$ cat config.mk
export PLATFORM = sky130hd
export DESIGN_NAME = fetch_unit_flat
export DESIGN_NICKNAME = d
export VERILOG_FILES = /design/src/rtl/fetch_if.sv /design/src/rtl/fetch_unit.sv /design/src/flat_wrapper.sv
export SDC_FILE = /design/constraint.sdc
export NUM_CORES = 1
export LEC_CHECK = 0
export CAP_MARGIN = 10
export CORE_MARGIN = 2
export CORE_UTILIZATION = 46
export DETAILED_ROUTE_END_ITERATION = 10
export PLACE_DENSITY = 0.91
export SYNTH_ARGS = -nofsm -noshare
export SYNTH_HDL_FRONTEND = slang
export SYNTH_SLANG_ARGS = --single-unit
$ cat constraint.sdc
create_clock -name CLK -period 5.3 [get_ports CLK]
set_input_delay 0.53 -clock CLK [delete_from_list [all_inputs] [get_ports CLK]]
set_output_delay 0.53 -clock CLK [all_outputs]
set_load 0.02 [all_outputs]
$ cat src/rtl/fetch_if.sv
// Fetch-unit bundle: PC register link, instruction-memory request/response,
// decode handoff and branch redirect.
interface fetch_if;
    logic [31:0] PC;
    logic [31:0] pcNext;
    logic        pcWrite;
    logic        imem_req;
    logic [31:0] imem_addr;
    logic        imem_gnt;
    logic        imem_rvalid;
    logic [31:0] imem_rdata;
    logic        inst_valid;
    logic [31:0] INST;
    logic [31:0] inst_pc;
    logic        inst_ready;
    logic        redirect_valid;
    logic [31:0] redirect_target;

    modport master (
        input  PC, imem_gnt, imem_rvalid, imem_rdata, inst_ready,
               redirect_valid, redirect_target,
        output pcNext, pcWrite, imem_req, imem_addr, inst_valid, INST, inst_pc
    );

    modport slave (
        output PC, imem_gnt, imem_rvalid, imem_rdata, inst_ready,
               redirect_valid, redirect_target,
        input  pcNext, pcWrite, imem_req, imem_addr, inst_valid, INST, inst_pc
    );
endinterface

$ cat src/rtl/fetch_unit.sv
// Single-outstanding instruction fetch: request at PC, hold the returned word
// for decode, then advance PC by 4 or to a redirect target.
module fetch_unit (
    input  logic     CLK,
    input  logic     RES,
    fetch_if.master  bus
);
    typedef enum logic [1:0] {IDLE, REQ, WAIT, HOLD} state_t;

    state_t      state, state_nxt;
    logic        flush, flush_nxt;
    logic [31:0] pend, pend_nxt;
    logic [31:0] inst_q, inst_pc_q;
    logic        load_inst;
    logic        req;
    logic        pc_write;
    logic [31:0] pc_next;
    logic [31:0] pc_inc;
    logic [31:0] target;

    assign pc_inc = bus.PC + 32'd4;
    assign target = {bus.redirect_target[31:2], 2'b00};

    // NOTE: state registers use non-blocking assignments only; the comb block
    // below assigns every output a default first so no latches are inferred.
    always_ff @(posedge CLK or posedge RES) begin
        if (RES) begin
            state     <= IDLE;
            flush     <= 1'b0;
            pend      <= 32'd0;
            inst_q    <= 32'd0;
            inst_pc_q <= 32'd0;
        end else begin
            state <= state_nxt;
            flush <= flush_nxt;
            pend  <= pend_nxt;
            if (load_inst) begin
                inst_q    <= bus.imem_rdata;
                inst_pc_q <= bus.PC;
            end
        end
    end

    always_comb begin
        state_nxt = state;
        flush_nxt = flush;
        pend_nxt  = pend;
        load_inst = 1'b0;
        req       = 1'b0;
        pc_write  = 1'b0;
        pc_next   = pc_inc;
        unique case (state)
            IDLE: begin
                state_nxt = REQ;
                if (bus.redirect_valid) begin
                    pc_write = 1'b1;
                    pc_next  = target;
                end
            end
            REQ: begin
                req = 1'b1;
                if (bus.redirect_valid) begin
                    flush_nxt = 1'b1;
                    pend_nxt  = target;
                end
                if (bus.imem_gnt) state_nxt = WAIT;
            end
            WAIT: begin
                if (bus.redirect_valid) begin
                    flush_nxt = 1'b1;
                    pend_nxt  = target;
                end
                // A redirect arriving together with rvalid is the newest target.
                if (bus.imem_rvalid) begin
                    if (flush || bus.redirect_valid) begin
                        pc_write  = 1'b1;
                        pc_next   = bus.redirect_valid ? target : pend;
                        flush_nxt = 1'b0;
                        state_nxt = REQ;
                    end else begin
                        load_inst = 1'b1;
                        state_nxt = HOLD;
                    end
                end
            end
            HOLD: begin
                if (bus.redirect_valid) begin
                    pc_write  = 1'b1;
                    pc_next   = target;
                    state_nxt = REQ;
                end else if (bus.inst_ready) begin
                    pc_write  = 1'b1;
                    state_nxt = REQ;
                end
            end
            default: state_nxt = IDLE;
        endcase
        // Reset suppresses a PC write even if a redirect is presented meanwhile.
        if (RES) begin
            pc_write = 1'b0;
            pc_next  = pc_inc;
        end
    end

    assign bus.pcWrite    = pc_write;
    assign bus.pcNext     = pc_next;
    assign bus.imem_req   = req;
    assign bus.imem_addr  = req ? bus.PC : 32'd0;
    assign bus.inst_valid = (state == HOLD);
    assign bus.INST       = inst_q;
    assign bus.inst_pc    = inst_pc_q;
endmodule

$ cat src/flat_wrapper.sv
// flat-port wrapper written by rule: the top's interface ports become plain ports
module fetch_unit_flat 
  (CLK, RES, bus_PC, bus_imem_gnt, bus_imem_rvalid, bus_imem_rdata, bus_inst_ready, bus_redirect_valid, bus_redirect_target, bus_pcNext, bus_pcWrite, bus_imem_req, bus_imem_addr, bus_inst_valid, bus_INST, bus_inst_pc);
  fetch_if bus_i ();
  input  logic CLK;
  input  logic RES;
  input wire logic [$bits(bus_i.PC)-1:0] bus_PC;
  input wire logic [$bits(bus_i.imem_gnt)-1:0] bus_imem_gnt;
  input wire logic [$bits(bus_i.imem_rvalid)-1:0] bus_imem_rvalid;
  input wire logic [$bits(bus_i.imem_rdata)-1:0] bus_imem_rdata;
  input wire logic [$bits(bus_i.inst_ready)-1:0] bus_inst_ready;
  input wire logic [$bits(bus_i.redirect_valid)-1:0] bus_redirect_valid;
  input wire logic [$bits(bus_i.redirect_target)-1:0] bus_redirect_target;
  output wire logic [$bits(bus_i.pcNext)-1:0] bus_pcNext;
  output wire logic [$bits(bus_i.pcWrite)-1:0] bus_pcWrite;
  output wire logic [$bits(bus_i.imem_req)-1:0] bus_imem_req;
  output wire logic [$bits(bus_i.imem_addr)-1:0] bus_imem_addr;
  output wire logic [$bits(bus_i.inst_valid)-1:0] bus_inst_valid;
  output wire logic [$bits(bus_i.INST)-1:0] bus_INST;
  output wire logic [$bits(bus_i.inst_pc)-1:0] bus_inst_pc;
  assign bus_i.PC = bus_PC;
  assign bus_i.imem_gnt = bus_imem_gnt;
  assign bus_i.imem_rvalid = bus_imem_rvalid;
  assign bus_i.imem_rdata = bus_imem_rdata;
  assign bus_i.inst_ready = bus_inst_ready;
  assign bus_i.redirect_valid = bus_redirect_valid;
  assign bus_i.redirect_target = bus_redirect_target;
  assign bus_pcNext = bus_i.pcNext;
  assign bus_pcWrite = bus_i.pcWrite;
  assign bus_imem_req = bus_i.imem_req;
  assign bus_imem_addr = bus_i.imem_addr;
  assign bus_inst_valid = bus_i.inst_valid;
  assign bus_INST = bus_i.INST;
  assign bus_inst_pc = bus_i.inst_pc;
  fetch_unit u_core (.CLK(CLK), .RES(RES), .bus(bus_i));
endmodule
After elaboration in Yosys (flattened, before gate mapping):

Cells that the tools add are included.

* flip-flop bits (word level): 99
* input port bits: 102
* output and inout port bits: 131
* word-level logic and storage cells: 46

* $add $sub $neg: 1
* eq/ne operators: 6
* mux-type cells: 28
* reduce and logical (&&, ||, !) cells: 6

Operator list (count)
* $mux W32: 6
* $pmux W32 S2: 1
* $add A32 B3 Y32 const B: 1
* $mux W1: 13
* $mux W2: 5
* $pmux W2 S4: 1
* $eq A2 B2 Y1 const B: 2
* $ne A2 B2 Y1 const B: 2
* $reduce_or A2 Y1: 2
* $ne A3 B3 Y1 const B: 1
* $pmux W1 S3: 1
* $reduce_and A3 Y1: 1
* $eq A2 B1 Y1 const B: 1
* $logic_not A2 Y1: 1
* $pmux W1 S2: 1
* $reduce_bool A2 Y1: 1
* $logic_or A1 B1 Y1: 1

Logic depth before layout (Yosys ltp):

Gate-level depths: netlist of the first run.

* word-level depth: 5
* depth in mapped cells: 9
* mapped depth without buffers: 7

Worst setup path before layout of the first run:

OpenSTA, ideal clock, no wires.

* kind: register to output
* start point: register u_core.state[1]
* end point: output bus_pcNext[16]
* arrival: 2027 ps
* required time: 4770 ps
* path slack: 2743 ps
* cell stages (with the launch flop): 10
* buffers on the path: 4
* cell sequence: dfrtp_1 > inv_1 > ha_1 > clkbuf_1 > or2_0 > buf_2 > nor3_2 > buf_2 > buf_4 > o22ai_1

* word-level cells in the longest chain between the ends: 4
* elaborated cells between the ends (all ways): 6
* those cells by class: 2 x eq/ne; 2 x mux; 2 x reduce/logical

Ends and longest elaborated chain
* from (decl): RTL line fetch_unit.sv:10 `state_t state, state_nxt;`
* from (signal assigned): RTL line fetch_unit.sv:34 `state <= state_nxt;`
* $eq A2 B2 Y1 / $logic_not A2 Y1 (equally long branches): RTL line fetch_unit.sv:52 `unique case (state)`
* $reduce_or A2 Y1 (no source line)
* $pmux W32 S2 (*): RTL line fetch_unit.sv:52
* $mux W32 (*): RTL line fetch_unit.sv:99 `if (RES) begin`
* to (decl): RTL line flat_wrapper.sv:14 `output wire logic [$bits(bus_i.pcNext)-1:0] bus_pcNext;`

Mark *: on every way between the ends. The rest lies on a longest branch, timed or not.

Worst setup path after layout of the first run:

* start point: register u_core.state[0]
* end point: output bus_pcNext[4]

The elaborated chain is that of the path after synthesis.

==> flow_summary.yaml, run 1 <==
flow_run:
  maxCapViolations: 0
sta:
  fin_crit_ps: 3840
  tightest_slew_ps: 1050
  final_hold_viol_count: 0
  tns_ps: 0
  setup_viol: 0
  slew_headroom_pct: 29.5
  maxSlewViolCount: 0
  finClkSkew_ps: 9.37
  fin_crit_sh_pct: 72.4
  rsz0062_at_grt: "false"
  fmax_ghz: 0.261
grt:
  met3_usage_pct: 7.23
  busiest_layer: "met2"
  grt_start_max_net_pins: 55
  grt-ovfl-total: 0
  antenna_found_initial: 0
  grt_pass1_vias: 4612
  globalRouteMet1Util_pct: 33.4
  grt_use_met2_pct: 45.6
  grt_pass1_wl_um: 24600
  grt_usage_pct: 27.1
final_layout:
  layout_common_cells: "clkdlybuf4s50_1 (230), dfrtp_1 (99), mux2_2 (89), and2_1 (37), a22oi_1 (30)"
  final_common_cell: "clkdlybuf4s50_1"
  syn_to_final_growth_pct: 52.1
  n_antenna_cell: 0
  final_util_pct: 72.4
  drive_gt1_share_pct: 18.6
  finalNetCount: 768
floorplanning:
  core_area_mm2: 0.0109
  num_rows: 38
  ios: 233
  initial_core_util_pct: 47.6
  chipHeight_um: 110
  die_w_um: 110
  die-area_mm2: 0.0122
routing:
  drc: 0
  via_per_inst: 5.56
  avgRoutedWirePerCell_um: 20.1
  ant_nets: 0
  dr_total_vias: 4479
  wl_um: 16100
  drtPass1Iterations: 7
  drt_iter0_markers: 222
synth:
  ys_warn_count: 0
  synth_compound_area_share_pct: 10.2
  synth_top_family_by_area: "multiplexers"
  synth_cell_types: 43
  synth_flop_cell: "dfrtp_1"
  yosys.area_share.simple_pct: 12.4
  ys_seq_area_share_pct: 47.6
  yosys.area_share.adder_pct: 1.44
  syn_inst: 440
  synth_seq_cells: 99
  netlist_area_mm2: 0.00520
  syn_avg_cell_area_um2: 11.8
  syn-num-nets: 548
  synth_edf_count: 0
  synth.area.mux_share_pct: 20.3
  synth-xor-area-share_pct: 4.71
  async_flop_share_pct: 100
placement:
  place_hpwl_um: 12200
  place_congestion: 0.835
  io_buffers: 230
cts:
  clk_pin_slew_worst_paths_ps: 60
  cts_setup_buffers: 0
  cts_buffer_depth: 2
  cts_tree: "built"
  cts-buffers-inserted: 9
  ctsResizeCount: 0
  hold_buffers: 0
  cts_sinks: 99
  root_buffer: "clkbuf_16"
  h-tree-depth: 3
  clock_latency_ps: 350
worst_setup_path:
  cp_max_fo: 17
  required_ps: 4770
  critPathLaunchType: "flip-flop"
  worstSetupPathType: "reg -> out"
  arrival_ps: 3310
  worstSetupEndpointType: "primary output"
hold_path:
  hp-class: "reg -> reg"
outcome:
  status: "finished clean"
pwr:
  vdd_ir_drop_max_mv: 0.301
  powerDensity_mw_per_mm2: 519
  leakage_nw: 3.25
## flip-flops by register name, summed over array words and instances, names as in the netlist
register / flops
u_core.bus.INST: 32
u_core.bus.inst_pc: 32
u_core.flush: 1
u_core.pend: 32
u_core.state: 2
## through the flow
stage                     hold WS (ps)  cells  power, mW  instance area [um2]  setup slack [ps]
after global placement             471    789       3.42                 7630              1580
final                              502    805       4.11                 7910              1460
after floorplan                    454    440       2.43                 5200              2180
after detailed placement           478    789       3.50                 7630              1550
after global routing               505    805       4.32                 7910              1290
after CTS                          496    805       4.13                 7910              1480
## power breakdown
group	leakage (nW)	internal [mW]	switching, mW	total [mW]
Clock	0.132	0.333	0.289	0.622
Sequential	1.29	1.09	0.187	1.28
Combinational	1.82	1.11	1.10	2.21
## layout make-up
cell class,count,area [um2]
Inverter,7,28.8
Sequential cell,99,2480
Multi-Input combinational cell,304,2570
Fill cell,753,3020
Tap cell,140,175
Clock buffer,11,243
Clock inverter,5,37.5
Timing Repair Buffer,239,2380
## worst paths after layout
path / cells after the start / start / slack [ps] / endpoint
max: 8 / u_core.state[0] / 1460 / bus_pcNext[4]
min: 1 / u_core.bus.inst_pc[3] / 500 / u_core.bus.inst_pc[3]
max reg2reg: 6 / u_core.state[0] / 2610 / u_core.bus.INST[16]
min reg2reg: 1 / u_core.bus.inst_pc[3] / 500 / u_core.bus.inst_pc[3]
max in group asynchronous: 3 / RES / 3510 / u_core.pend[14]
min in group asynchronous: 2 / RES / 670 / u_core.bus.inst_pc[0]
## metal layers
metal,up-vias,wire [um]
met5,-,0
met4,0,407
met3,25,1190
met2,175,8180
met1,2237,6360
li1,2042,-
## logic make-up after synthesis
logic type               Yosys count
AND/OR/NAND/NOR                  102
flip-flops                        99
multiplexers                      94
AO/OA/AOI/OAI                     74
buffers and inverters             37
XOR/XNOR                          28
adder cells (fa/ha/maj)            6
## synth_stat cells (3+ instances only)
master	n	area [um2]
buf_1	5	18.8
and4_1	5	43.8
ha_1	6	75.1
mux2_1	5	56.3
a22oi_1	30	225
inv_1	7	26.3
dfrtp_1	99	2480
nand2_1	15	56.3
nand4_1	7	43.8
buf_2	18	90.1
mux2_2	89	1000
nor2_1	8	30.0
nor3_1	7	35.0
clkbuf_1	5	18.8
xor2_1	14	123
o22ai_1	25	156
xnor2_1	14	123
nand3_1	9	45.0
and2_1	37	231
o22ai_2	3	37.5
a21oi_1	4	20.0
## critical path, stage by stage (launching register included)
cell             delay (ps)
dfrtp_1                 430
inv_1                   110
ha_1                    260
nand2_1                 190
nor3b_4                 620
buf_4                   350
a22oi_1                  90
o22ai_1                 250
clkdlybuf4s50_1         650
Note: power is estimated with default switching activity, not from simulation.
==> run 2: changes to the inputs <==
- CORE_UTILIZATION: 46 -> 38
- PLACE_DENSITY: 0.91 -> 0.81
- clock period: 5.3 -> 3.3 ns (I/O delays scaled with it)
==> run 2 against run 1 <==
- clock skew down 2.0 ps
- first-iteration DRC count up 0.90%
- final area up 2.3%
- power up 62%
- largest cell class unchanged
- flip-flop and latch count unchanged
- count of clock-buffer cells in the layout down 1
- sequential power up 59%
- wire length up 2.6%
- die area up 20%
- largest power group unchanged
- critical path type is now in -> out
- via count up 1.3%
- cell count up 6.5%
- highest routed layer unchanged
- clock power up 67%
==> flow_summary.yaml, run 2 (same netlist as run 1, synthesis figures left out) <==
outcome:
  status: "finished clean"
worst_setup_path:
  worstSetupEndpointType: "primary output"
  r2r_start: "u_core.state[0]"
  max_stage_delay_ps: 660
  worst-path-stages: 8
  arrival_ps: 2850
  crit_chain: "clkdlybuf4s50_1 -> nand4_1 -> nor4_1 -> buf_4 -> nand3_1 -> xor2_1 -> o22ai_1 -> clkdlybuf4s50_1"
  critPathBufInv: 3
  cp_top_family: "buffers and inverters"
  required_ps: 2970
  critPathLaunchType: "input pin"
  cp_slowest_cell: "clkdlybuf4s50_1"
  r2r_slack_ps: 1070
  cp_max_fo: 8
  r2r_end: "u_core.bus.INST[6]"
  worstSetupPathType: "in -> out"
  path_common_cell: "clkdlybuf4s50_1"
  r2r_cells: 6
floorplanning:
  die-area_mm2: 0.0146
  ios: 233
  num_rows: 42
  die_w_um: 121
  core_area_mm2: 0.0133
  initial_core_util_pct: 39.1
  chipHeight_um: 121
cts:
  h-tree-depth: 3
  cts_sinks: 99
  cts-buffers-inserted: 9
  clock_latency_ps: 350
  clk_pin_slew_worst_paths_ps: 70
  ctsResizeCount: 0
  cts_tree: "built"
  cts_setup_buffers: 0
  cts_buffer_depth: 2
  root_buffer: "clkbuf_16"
  hold_buffers: 0
final_layout:
  syn_to_final_growth_pct: 55.5
  n_antenna_cell: 0
  drive_gt1_share_pct: 20.7
  layout_common_cells: "clkdlybuf4s50_1 (229), dfrtp_1 (99), mux2_2 (89), and2_1 (37), a22oi_1 (30)"
  finalNetCount: 784
  final_common_cell: "clkdlybuf4s50_1"
hold_path:
  hp-class: "reg -> reg"
  holdPathEnd: "u_core.bus.inst_pc[3]"
  holdPathStages: 1
  hold_start: "u_core.bus.inst_pc[3]"
sta:
  slew_headroom_pct: 51.3
  setup_viol: 0
  rsz0062_at_grt: "false"
  final_hold_viol_count: 0
  finClkSkew_ps: 7.38
  tightest_slew_ps: 731
  maxSlewViolCount: 0
  fin_crit_sh_pct: 96.2
  fin_crit_ps: 3180
  fmax_ghz: 0.315
  tns_ps: 0
routing:
  wl_um: 16600
  drtPass1Iterations: 5
  avgRoutedWirePerCell_um: 19.3
  wl_met2_um: 8110
  top_layer_used: "met4"
  drc: 0
  via_per_inst: 5.29
  drt_iter0_markers: 224
  dr_total_vias: 4535
  wl_met1_um: 6870
  wl_met3_um: 1360
  ant_nets: 0
pwr:
  vdd_ir_drop_max_mv: 0.460
  total_power_mw: 6.65
  leakage_nw: 3.35
  powerDensity_mw_per_mm2: 822
grt:
  grt_usage_pct: 23.1
  grt_pass1_wl_um: 26000
  grt-ovfl-total: 0
  grt_start_max_net_pins: 58
  antenna_found_initial: 0
  grt_pass1_vias: 4812
placement:
  place_hpwl_um: 12600
  io_buffers: 230
  place_congestion: 0.873
flow_run:
  maxCapViolations: 0
run 2: changes by cell type in the layout (fill, tap and decap cells not counted):
cell	previous run	this run
buf_4	8	24
inv_6	1	3
clkbuf_1	1	0
clkdlybuf4s50_1	230	229
clkinv_2	1	0
clkinvlp_4	2	1
dlymetal6s2s_1	0	1
inv_8	0	1
run 2: final cells by class:
class                      count  area [um2]
clock inverter                 6        53.8
multi-input combinational    304        2570
tap                          176         220
inverter                       7        28.8
timing repair buffer         255        2500
fill                        1033        5200
clock buffer                  10         239
sequential                    99        2480
run 2: power by group:
group | switching, mW | internal, mW | total, mW
registers | 0.293 | 1.75 | 2.04
logic | 1.76 | 1.81 | 3.57
clock network | 0.494 | 0.547 | 1.04
run 2: worst max path at each step:
stage,from,to
floorplan,RES,u_core.bus.INST[0]
global placement,bus_PC[8],bus_pcNext[23]
detailed placement,bus_PC[8],bus_pcNext[23]
CTS,bus_PC[8],bus_pcNext[23]
global route,u_core.state[0],bus_pcNext[5]
finish,bus_PC[8],bus_pcNext[23]
run 2: metrics by stage:
step | cells | setup WS, ps | utilization, % | hold WS [ps] | instance area (um2)
6_report | 857 | 125 | 60.9 | 494 | 8090
5_1_grt | 857 | 7.80 | 60.9 | 516 | 8090
4_1_cts | 857 | 150 | 60.9 | 497 | 8090
3_5_place_dp | 841 | 172 | 58.7 | 478 | 7800
3_3_place_gp | 841 | 167 | 58.7 | 470 | 7800
2_1_floorplan | 440 | 380 | - | 437 | 5200
run 2: per-layer routing:
layer / track usage, % / vias up
met5: 0 / -
met4: 5.60 / 0
met3: 7.85 / 16
met2: 38.3 / 170
met1: 29.0 / 2264
li1: - / 2085
==> run 3: changes to the inputs <==
- CTS_CLUSTER_SIZE: unset -> 40
==> results of run 3 <==
Same layout as run 2: the final DEF is identical, and so are final timing and power.
